[config.mk]
export PLATFORM = sky130hd
export DESIGN_NAME = pwm_deadtime_flat
export DESIGN_NICKNAME = d
export VERILOG_FILES = /design/src/rtl/pwm_pkg.sv /design/src/rtl/pwm_deadtime_if.sv /design/src/rtl/deadtime_phase.sv /design/src/rtl/pwm_deadtime.sv /design/src/flat_wrapper.sv
export SDC_FILE = /design/constraint.sdc
export NUM_CORES = 1
export LEC_CHECK = 0
export ABC_AREA = 1
export CORE_MARGIN = 4
export CORE_UTILIZATION = 25
export CTS_CLUSTER_SIZE = 40
export DETAILED_ROUTE_END_ITERATION = 6
export DONT_BUFFER_PORTS = 1
export HOLD_SLACK_MARGIN = 0.08
export RECOVER_POWER = 100
export SLEW_MARGIN = 10
export SYNTH_ARGS = -nofsm -noshare
export SYNTH_HDL_FRONTEND = slang
export SYNTH_SLANG_ARGS = --single-unit
[constraint.sdc]
create_clock -name clk -period 3.45 [get_ports clk]
set_clock_uncertainty 0.1 [all_clocks]
set_input_delay 0.8625 -clock clk [delete_from_list [all_inputs] [get_ports clk]]
set_output_delay 0.8625 -clock clk [all_outputs]
set_load 0.02 [all_outputs]
[src/rtl/pwm_pkg.sv]
// Shared types and constants for the three-phase dead-time gate conditioner.
package pwm_pkg;
  localparam int NUM_PH = 3;
  localparam int DT_W   = 8;

  localparam logic [3:0] PWM_DT_ADDR   = 4'h0;
  localparam logic [3:0] PWM_EN_ADDR   = 4'h1;
  localparam logic [3:0] PWM_CLR_ADDR  = 4'h2;
  localparam logic [3:0] PWM_STAT_ADDR = 4'h3;

  typedef enum logic [1:0] {PH_IDLE, PH_HI, PH_LO, PH_DEAD} ph_state_e;

  // Count loaded on entering DEAD; dt=0 still yields one dead cycle.
  function automatic logic [DT_W-1:0] dead_load(input logic [DT_W-1:0] dt);
    return (dt == '0) ? '0 : dt - 1'b1;
  endfunction
endpackage

[src/rtl/pwm_deadtime_if.sv]
// Avalon-MM slave bus shared with the modulator register block.
interface pwm_deadtime_if;
  logic [3:0]  MMS_addr;
  logic        MMS_write;
  logic [31:0] MMS_writedata;
  logic        MMS_read;
  logic [31:0] MMS_readdata;

  modport master (output MMS_addr, MMS_write, MMS_writedata, MMS_read, input MMS_readdata);
  modport slave  (input MMS_addr, MMS_write, MMS_writedata, MMS_read, output MMS_readdata);
endinterface

[src/rtl/deadtime_phase.sv]
// One half-bridge phase: request decode, dead-time FSM, registered gate outputs.
module deadtime_phase
  import pwm_pkg::*;
(
  input  logic            clk,
  input  logic            reset_n,
  input  logic            u_req,
  input  logic            l_req,
  input  logic            allow,
  input  logic [DT_W-1:0] dt,
  output logic            ugate,
  output logic            lgate,
  output logic            in_dead,
  output logic            shoot
);
  ph_state_e       state;
  logic [DT_W-1:0] cnt;
  logic            want_hi, want_lo;

  assign want_hi = u_req & ~l_req & allow;
  assign want_lo = l_req & ~u_req & allow;
  assign shoot   = u_req & l_req;

  // Gates are flops set alongside the state so they never glitch on decode.
  always_ff @(posedge clk or negedge reset_n) begin
    if (!reset_n) begin
      state   <= PH_IDLE;
      cnt     <= '0;
      ugate   <= 1'b0;
      lgate   <= 1'b0;
      in_dead <= 1'b0;
    end else begin
      case (state)
        PH_IDLE: begin
          if (want_hi) begin
            state <= PH_HI; ugate <= 1'b1;
          end else if (want_lo) begin
            state <= PH_LO; lgate <= 1'b1;
          end
        end
        PH_HI: begin
          if (!want_hi) begin
            state <= PH_DEAD; ugate <= 1'b0; in_dead <= 1'b1;
            cnt   <= dead_load(dt);
          end
        end
        PH_LO: begin
          if (!want_lo) begin
            state <= PH_DEAD; lgate <= 1'b0; in_dead <= 1'b1;
            cnt   <= dead_load(dt);
          end
        end
        PH_DEAD: begin
          if (cnt != '0) begin
            cnt <= cnt - 1'b1;
          end else begin
            in_dead <= 1'b0;
            if (want_hi) begin
              state <= PH_HI; ugate <= 1'b1;
            end else if (want_lo) begin
              state <= PH_LO; lgate <= 1'b1;
            end else begin
              state <= PH_IDLE;
            end
          end
        end
        default: begin
          state <= PH_IDLE; ugate <= 1'b0; lgate <= 1'b0; in_dead <= 1'b0;
        end
      endcase
    end
  end
endmodule

[src/rtl/pwm_deadtime.sv]
// Register file, fault synchronizer/latch and three dead-time phase channels.
module pwm_deadtime
  import pwm_pkg::*;
#(
  parameter int DT_RESET = 16
) (
  input  logic              clk,
  input  logic              reset_n,
  pwm_deadtime_if.slave     mms,
  input  logic [0:2]        Udrive,
  input  logic [0:2]        Ldrive,
  input  logic              fault_n,
  output logic [0:2]        Ugate,
  output logic [0:2]        Lgate,
  output logic              fault_irq
);
  logic [DT_W-1:0]   dt;
  logic              en;
  logic              fault_lat;
  logic              shoot_err;
  logic [1:0]        fsync;
  logic              fault_s;
  logic              allow;
  logic [NUM_PH-1:0] in_dead;
  logic [NUM_PH-1:0] shoot;
  logic              clr_wr, clr_fault, clr_shoot;
  logic [31:0]       rd_mux;

  assign fault_s   = fsync[1];
  assign allow     = en & ~fault_lat;
  assign clr_wr    = mms.MMS_write && (mms.MMS_addr == PWM_CLR_ADDR);
  assign clr_fault = clr_wr & mms.MMS_writedata[0];
  assign clr_shoot = clr_wr & mms.MMS_writedata[1];

  for (genvar p = 0; p < NUM_PH; p++) begin : g_ph
    deadtime_phase u_ph (
      .clk     (clk),
      .reset_n (reset_n),
      .u_req   (Udrive[p]),
      .l_req   (Ldrive[p]),
      .allow   (allow),
      .dt      (dt),
      .ugate   (Ugate[p]),
      .lgate   (Lgate[p]),
      .in_dead (in_dead[p]),
      .shoot   (shoot[p])
    );
  end

  // fault_n is asynchronous to clk; both stages idle high (no fault).
  always_ff @(posedge clk or negedge reset_n) begin
    if (!reset_n) fsync <= 2'b11;
    else          fsync <= {fsync[0], fault_n};
  end

  always_comb begin
    rd_mux = '0;
    case (mms.MMS_addr)
      PWM_DT_ADDR:   rd_mux = {{(32-DT_W){1'b0}}, dt};
      PWM_EN_ADDR:   rd_mux = {31'd0, en};
      PWM_STAT_ADDR: rd_mux = {26'd0, in_dead, shoot_err, fault_s, fault_lat};
      default:       rd_mux = '0;
    endcase
  end

  // Set terms are OR'd after the clear so a simultaneous set wins.
  always_ff @(posedge clk or negedge reset_n) begin
    if (!reset_n) begin
      dt               <= DT_RESET[DT_W-1:0];
      en               <= 1'b0;
      fault_lat        <= 1'b0;
      fault_irq        <= 1'b0;
      shoot_err        <= 1'b0;
      mms.MMS_readdata <= '0;
    end else begin
      if (mms.MMS_write && mms.MMS_addr == PWM_DT_ADDR) dt <= mms.MMS_writedata[DT_W-1:0];
      if (mms.MMS_write && mms.MMS_addr == PWM_EN_ADDR) en <= mms.MMS_writedata[0];
      fault_lat        <= ~fault_s | (fault_lat & ~clr_fault);
      fault_irq        <= ~fault_s & ~fault_lat;
      shoot_err        <= (|shoot) | (shoot_err & ~clr_shoot);
      mms.MMS_readdata <= mms.MMS_read ? rd_mux : '0;
    end
  end
endmodule

[src/flat_wrapper.sv]
// flat-port wrapper written by rule: the top's interface ports become plain ports
module pwm_deadtime_flat import pwm_pkg::*;
#(
  parameter int DT_RESET = 16
)
  (clk, reset_n, Udrive, Ldrive, fault_n, Ugate, Lgate, fault_irq, mms_MMS_addr, mms_MMS_write, mms_MMS_writedata, mms_MMS_read, mms_MMS_readdata);
  pwm_deadtime_if mms_i ();
  input  logic clk;
  input  logic reset_n;
  input  logic [0:2] Udrive;
  input  logic [0:2] Ldrive;
  input  logic fault_n;
  output logic [0:2] Ugate;
  output logic [0:2] Lgate;
  output logic fault_irq;
  input wire logic [$bits(mms_i.MMS_addr)-1:0] mms_MMS_addr;
  input wire logic [$bits(mms_i.MMS_write)-1:0] mms_MMS_write;
  input wire logic [$bits(mms_i.MMS_writedata)-1:0] mms_MMS_writedata;
  input wire logic [$bits(mms_i.MMS_read)-1:0] mms_MMS_read;
  output wire logic [$bits(mms_i.MMS_readdata)-1:0] mms_MMS_readdata;
  assign mms_i.MMS_addr = mms_MMS_addr;
  assign mms_i.MMS_write = mms_MMS_write;
  assign mms_i.MMS_writedata = mms_MMS_writedata;
  assign mms_i.MMS_read = mms_MMS_read;
  assign mms_MMS_readdata = mms_i.MMS_readdata;
  pwm_deadtime #(.DT_RESET(DT_RESET)) u_core (.clk(clk), .reset_n(reset_n), .mms(mms_i), .Udrive(Udrive), .Ldrive(Ldrive), .fault_n(fault_n), .Ugate(Ugate), .Lgate(Lgate), .fault_irq(fault_irq));
endmodule
# Word level (Yosys, flattened, before mapping)
# Index checks and enable logic that the tools add are counted.
[op_classes]
add_sub_neg = 4
eq_ne = 27
mux = 78
n_bitwise = 33
reduce_logical = 36
[op_table]
columns = ["op", "count"]
rows = [
  ["$pmux 8 s3", 4],
  ["$mux 8", 11],
  ["$mux 2", 21],
  ["$reduce_and 4->1", 9],
  ["$sub 8x1->8 const B", 4],
  ["$mux 1", 30],
  ["$pmux 1 s3", 9],
  ["$reduce_bool 3->1", 9],
  ["$ne 2x2->1 const B", 12],
  ["$pmux 2 s4", 3],
  ["$reduce_bool 8->1", 3],
  ["$and 1x1->1", 21],
  ["$reduce_and 3->1", 6],
  ["$eq 2x2->1 const B", 6],
  ["$not 1->1", 10],
  ["$ne 3x3->1 const B", 3],
  ["$eq 4x2->1 const B", 2],
  ["$logic_not 8->1", 1],
  ["$eq 2x1->1 const B", 3],
  ["$logic_not 2->1", 3],
  ["$eq 4x1->1 const B", 1],
  ["$logic_not 4->1", 1],
  ["$logic_and 1x1->1", 3],
  ["$reduce_or 3->1", 1],
  ["$or 1x1->1", 2],
]
[totals]
register_bits = 85
in_bits = 47

# Logic depth before layout (Yosys ltp)
# Gate-level depths: netlist of run 1.
[logic_depth]
word_depth = 7
depth_mapped = 10
depth_no_buf = 10

# By module
# A second synthesis of run 1 with hierarchy kept.
[hier_totals]
cells_unflattened = 682
hier_area_um2 = 4769.6
[modules_own_cells]
columns = ["module", "n_inst", "cells_each", "area_per_inst_um2"]
rows = [
  ["deadtime_phase", 3, 187, 1221.2],
  ["pwm_deadtime", 1, 121, 1106.1],
]

# Least setup slack after synthesis of run 1
# Ideal clock, no wire load.
[synth_path]
path_kind = "input to register"
from = "input port mms_MMS_addr[3]"
to = "register u_core.dt[1]"
arrival_ns = 1.592
required_time_ns = 3.224
path_slack_ns = 1.632
stages = 7
n_path_buf = 1
path_cell_list = "nor2_4 nand3_2 inv_2 nand2_1 buf_4 nand2_1 o21ai_0"
[synth_via]
elab_chain_cells = 2
[synth_lines]
columns = ["item", "line", "rtl"]
rows = [
  ["start, declared", "flat_wrapper.sv:16", "input wire logic [$bits(mms_i.MMS_addr)-1:0] mms_MMS_addr;"],
  ["$logic_not 4->1", "pwm_deadtime.sv:76", "if (mms.MMS_write && mms.MMS_addr == PWM_DT_ADDR) dt <= mms.MMS_writedata[DT_W-1:0];"],
  ["$logic_and 1x1->1", "pwm_deadtime.sv:76", ""],
  ["end signal, assigned", "pwm_deadtime.sv:69", "dt <= DT_RESET[DT_W-1:0];"],
  ["end signal, assigned", "pwm_deadtime.sv:76", ""],
  ["end, declared", "pwm_deadtime.sv:17", "logic [DT_W-1:0] dt;"],
]
# No other way between the ends.
# A chain may end at the register's enable or synchronous reset.

# Worst setup path in the final report of run 1
[layout_path]
from = "register u_core.fault_lat"
to = "register u_core.g_ph[2].u_ph.cnt[6]"
[layout_via]
elab_chain_cells = 5
word_cells_on_any_way = 7
cone_classes = "eq/ne: 2; bitwise: 4; reduce/logical: 1"
[layout_lines]
columns = ["item", "line", "rtl"]
rows = [
  ["start, declared", "pwm_deadtime.sv:19", "logic fault_lat;"],
  ["start signal, assigned", "pwm_deadtime.sv:78", "fault_lat <= ~fault_s | (fault_lat & ~clr_fault);"],
  ["$not 1->1 (*)", "pwm_deadtime.sv:30", "assign allow = en & ~fault_lat;"],
  ["$and 1x1->1 (*)", "pwm_deadtime.sv:30", ""],
  ["$and 1x1->1, on equally long branches", "deadtime_phase.sv:21, deadtime_phase.sv:20", ""],
  ["$ne 2x2->1 (no source line)", "--", ""],
  ["$reduce_and 4->1 (no source line) (*)", "--", ""],
  ["end signal, assigned", "deadtime_phase.sv:44", "cnt <= dead_load(dt);"],
  ["end signal, assigned", "deadtime_phase.sv:50", "cnt <= dead_load(dt);"],
  ["end signal, assigned", "deadtime_phase.sv:55", "cnt <= cnt - 1'b1;"],
  ["end, declared", "deadtime_phase.sv:17", "logic [DT_W-1:0] cnt;"],
]
# Every way passes the cells marked *; elsewhere a longest branch is shown, timed or not.

==> metrics.cfg, run 1 <==
[critical_path]
critPathKind=register to register
cp.arrival_ps=2750
r2r_slack_ps=860
worstPathMaxFanout=12
startpoint_type=register
cp.required_ps=3610
reg2reg_from=u_core.fault_lat
rr_endpoint=u_core.g_ph[2].u_ph.cnt[6]
cp-end-kind=register
r2r.worst_path.cells=7
cp-endpoint=u_core.g_ph[2].u_ph.cnt[6]
startpoint=u_core.fault_lat

[floorplan]
fp.dieW_um=140
die_y_um=140
rows=48
start_util=0.254
io_pins=86
coreArea_um2=17200
die_area_um2=19700

[clock_tree]
cts_buffers=9
cts_max_path_buffers=2
htree_levels=3
ctsHoldBuffers=0
clock_latency_ps=330
clk_pin_slew_ps=50
cts_setup_buffers=0
ctsResizeCount=0
cts_tree=built
root_buffer=clkbuf_16
cts_sinks=61

[synth]
syn_inst=597
postSynthAreaPerCell_um2=7.34
synth_seq_cells=61
synth.yosys.warnings=0
ys_types=36
netlist_area_um2=4380
seq_area_frac_synth=0.349

[timing]
rsz0062_at_grt=no
slew-limit-headroom=0.238
fmax_ghz=0.387
tightest_slew_ps=1140
finalSetupViolCount=0
fin_crit_ps=2590
layout_setup_ws_ps=865
min_period_over_period=0.749
hold_viol_final=0
setup_tns_ps=0
slew_violations=0

[grt]
grt_pass1_wl_um=16500
antenna_found_initial=0
grt_pass1_vias=3345
grtUsageTotal=0.103
grt_overflow=0
grt_max_degree=62

[final_layout]
mostFrequentLayoutCell=nand2_1
drive_above_1_share=0.0739
final_area_um2=4650
final_util=0.270
diodes=0
register_area_um2=1530
layout_common_cells=nand2_1 (160), inv_1 (84), dfrtp_1 (58), nand3_1 (51), nor2_1 (50)
nets=666
multi_input_area_um2=2240
synthToLayoutAreaGrowth_pct=6.05
nFillCells=1863
stdcell_count=820

[routing]
viasPerCell=4.25
drt-wirelength-per-cell_um=11.8
drcViolationCount=0
firstDrtPassIters=4
drt_wl_total_um=9650
first_iter_violations=110
via_count=3484
ant_nets=0

[placed_design]
post-place-ws_ps=1100
dpl_cell_area_um2=4440
placed_cells=804
io_buffers=0
dp_hpwl_um=7210
gp_congestion=0.821

[pwr]
p_per_area_nw_per_um2=758
power_leakage_nw=2.40
ir_worst_vdd_v=0.000338

[status]
status=finished, final reports clean

[hold_path]
hp-class=primary input to async pin

[job]
maxCapViolations=0

-- cells in the mapped netlist, drive strengths merged --
cell / instances / share of area
dfrtp: 58 / 0.33
and2: 1 / 0.0020
o21bai: 2 / 0.0034
o221ai: 1 / 0.0020
xor2: 2 / 0.0040
buf: 36 / 0.066
o2111ai: 1 / 0.0020
nor2: 57 / 0.060
or2: 3 / 0.0043
o21ai: 54 / 0.068
nand3b: 1 / 0.0017
ha: 29 / 0.083
nor3b: 1 / 0.0017
xnor2: 1 / 0.0020
a21boi: 1 / 0.0017
a21oi: 14 / 0.016
dfstp: 3 / 0.018
clkbuf: 5 / 0.0043
nand2: 160 / 0.14
conb: 1 / 0.00086
inv: 85 / 0.073
nand3: 62 / 0.088
nor3: 5 / 0.0068
o21a: 1 / 0.0017
nand4: 13 / 0.021
-- area by class of cell --
type,count,area share
tap,225,0.0605
inverter,85,0.0686
sequential,61,0.329
clock inverter,2,0.00215
clock buffer,14,0.0568
multi-input combinational,433,0.483
-- routing by layer --
metal	wire, um	up-vias	global-route usage	share of wire
met3	413	6	0.0273	0.043
met2	4770	49	0.174	0.49
met1	4370	1603	0.125	0.45
met4	93	0	0.0367	0.0096
met5	0	-	0	0
li1	-	1826	-	-
-- metrics by stage --
step	total power [mW]	hold WS, ps
after global routing	3.91	111
after floorplan	2.50	245
after global placement	2.73	246
final	3.53	124
after CTS	3.62	109
after detailed placement	2.75	247
-- worst min path at each step --
stage	endpoint
3_3_place_gp	u_core.fsync[1]
2_1_floorplan	u_core.fsync[1]
4_1_cts	u_core.g_ph[2].u_ph.state[1]
5_1_grt	u_core.g_ph[2].u_ph.state[1]
6_report	u_core.g_ph[2].u_ph.state[0]
3_5_place_dp	u_core.fsync[1]
-- cell families (layout without fill, tap and decap cells) --
logic type                 after synthesis  after routing  share of synthesized area
AOI/OAI and AO/OA                       74             74                     0.0953
xor gates and xnor gates                 3              3                    0.00599
other                                    1             24                   0.000855
buffers and inverters                  126            101                      0.143
adders and majority gates               29             29                     0.0828
and+or+nand+nor                        303            303                      0.323
DFF                                     61             61                      0.349
-- power breakdown --
| group | switching (mW) | total [mW] | internal, mW |
|---|---|---|---|
| logic | 1.00 | 1.54 | 0.542 |
| registers | 0.212 | 1.15 | 0.936 |
| clock network | 0.313 | 0.836 | 0.523 |
| total | 1.52 | 3.53 | 2.00 |
-- worst max-delay path, cell delays in order (launching register included) --
cell and delay, ps:
dfrtp_1 400, nor2_1 870, nand4_1 310, nand3_1 240, nor2_1 230, inv_1 220
nand2_1 70, nand2_1 70
-- flip-flops by register name, indices dropped and copies added, names as in the netlist --
| name | cells |
|---|---|
| u_core.dt | 8 |
| u_core.en | 1 |
| u_core.fault_irq | 1 |
| u_core.fault_lat | 1 |
| u_core.fsync | 2 |
| u_core.g_ph.u_ph.cnt | 24 |
| u_core.g_ph.u_ph.in_dead | 3 |
| u_core.g_ph.u_ph.lgate | 3 |
| u_core.g_ph.u_ph.state | 6 |
| u_core.g_ph.u_ph.ugate | 3 |
| u_core.mms.MMS_readdata | 8 |
| u_core.shoot_err | 1 |
(Power assumes the default switching activity.)
==> run 2: changes to the inputs <==
clock period = 2.3 ns   (was 3.45 ns; I/O delays follow)
==> run 2 against run 1 <==
Global-route usage hardly changed. Via count is 2.2% higher. Final cell count increased by 1.2%. Fmax increased by 31%. Worst setup slack got worse by 540 ps. Die area is the same. Cell area increased by 2.6%. Critical path type unchanged. Critical endpoint is now u_core.g_ph[2].u_ph.cnt[1]. Highest routed layer unchanged.
==> metrics.cfg, run 2 (synthesized netlist as in run 1, its figures left out) <==
[status]
status=finished, final reports clean

[final_layout]
synthToLayoutAreaGrowth_pct=8.85
regMostFlops=u_core.g_ph.u_ph.cnt
layout_common_cells=nand2_1 (159), inv_1 (84), dfrtp_1 (58), nand3_1 (55), nor2_1 (47)
nFillCells=1885
drive_above_1_share=0.0926
largest_reg_flops=24
nets=676
top_regs=u_core.g_ph.u_ph.cnt: 24 flops, u_core.dt: 8 flops, u_core.mms.MMS_readdata: 8 flops
diodes=0
mostFrequentLayoutCell=nand2_1

[critical_path]
reg2reg_from=u_core.fault_lat
cp_slowest_cell=nor2_1
startpoint_type=register
r2r_slack_ps=330
cpPeakStageDelay_ps=430
crit_buf_inv=1
cp.required_ps=2410
r2r.worst_path.cells=7
crit_chain=nor2_1 -> nand4_1 -> nand3_1 -> nor2_1 -> clkbuf_2 -> o21ai_0 -> o21ai_2
path_common_cell=nor2_1
cp.arrival_ps=2080
critPathKind=register to register
cp-end-kind=register
rr_endpoint=u_core.g_ph[2].u_ph.cnt[1]
worstPathMaxFanout=7
critPathTopFamily=simple AND/OR/NAND/NOR gates

[floorplan]
rows=48
die_y_um=140
coreArea_um2=17200
start_util=0.254
io_pins=86
die_area_um2=19700
fp.dieW_um=140

[grt]
grt_max_degree=62
grt_pass1_vias=3454
grt_pass1_wl_um=16700
grt_overflow=0
antenna_found_initial=0
grtUsageTotal=0.103

[clock_tree]
cts_max_path_buffers=2
clk_pin_slew_ps=50
htree_levels=3
ctsHoldBuffers=2
root_buffer=clkbuf_16
ctsResizeCount=0
cts_buffers=9
cts_sinks=61
cts_tree=built
cts_setup_buffers=0
clock_latency_ps=330

[timing]
tightest_slew_ps=868
setup_tns_ps=0
fin_hold_ws_ps=140
hold_viol_final=0
slew-limit-headroom=0.421
rsz0062_at_grt=no
slew_violations=0
min_period_over_period=0.857
fin_crit_ps=1970
fmax_ghz=0.507
finalSetupViolCount=0

[placed_design]
io_buffers=0
dp_hpwl_um=7330
gp_congestion=0.827

[pwr]
ir_worst_vdd_v=0.000461
p_per_area_nw_per_um2=1170
power_leakage_nw=2.45
power.total_mw=5.58

[hold_path]
holdPathStages=0
min_from=fault_n
hp-class=primary input to register
hold-path-endpoint=u_core.fsync[0]

[routing]
via_count=3559
firstDrtPassIters=5
drt_wl_total_um=9550
first_iter_violations=109
ant_nets=0
drcViolationCount=0
viasPerCell=4.29
drt-wirelength-per-cell_um=11.5

[job]
maxCapViolations=0

[run 2: cell count changes in the layout (fill, tap and decap cells not counted), sizes merged]
cell	previous run	this run
bufinv	0	2
buf	0	6
dlygate4sd3	0	1
clkinvlp	0	3
clkbuf	14	13
clkinv	2	1
[run 2: area by class of cell]
class                      count  area, um^2  area share
tap                          225         282      0.0590
multi-input combinational    433        2250       0.472
sequential                    61        1530       0.321
timing repair buffer          10        71.3      0.0149
clock inverter                 6        87.6      0.0184
inverter                      85         319      0.0669
clock buffer                  10         229      0.0480
[run 2: worst max-delay path by stage]
stage                     cells after the start                         start  slack [ps]                          to
after floorplan                               7  u_core.g_ph[1].u_ph.state[0]         750  u_core.g_ph[1].u_ph.cnt[0]
after global placement                        6  u_core.g_ph[0].u_ph.state[1]         420   u_core.g_ph[0].u_ph.ugate
after detailed placement                      6  u_core.g_ph[0].u_ph.state[1]         390   u_core.g_ph[0].u_ph.ugate
after CTS                                     8                  u_core.dt[1]         380  u_core.g_ph[2].u_ph.cnt[4]
after global routing                          8              u_core.fault_lat         110  u_core.g_ph[2].u_ph.cnt[6]
final                                         7              u_core.fault_lat         330  u_core.g_ph[2].u_ph.cnt[1]
[run 2: metal layers]
layer,wire length [um],vias to the layer above,track usage
li1,-,1843,-
met1,4430,1628,0.134
met2,4460,74,0.166
met3,478,14,0.0242
met4,182,0,0.0388
met5,0,-,0
[run 2: power breakdown]
part	switching [mW]	leakage (nW)	internal (mW)	total (mW)
registers	0.321	0.723	1.40	1.72
clock network	0.500	0.145	0.946	1.45
logic	1.54	1.58	0.871	2.41
total	2.36	2.45	3.22	5.58
[run 2: worst register-to-register path: cells and delay by family (launching register included)]
kind | cells | cell delay [ps]
AOI/OAI and AO/OA | 2 | 190
buffers and inverters | 1 | 180
DFF | 1 | 400
and+or+nand+nor | 4 | 980
[run 2: stage by stage]
stage	setup slack, ps	utilization	std cells	instance area [um^2]
after global placement	416	0.261	812	4500
after floorplan	753	-	620	4470
after detailed placement	387	0.261	812	4500
after CTS	376	0.282	830	4860
after global routing	108	0.277	830	4770
final	329	0.277	830	4770
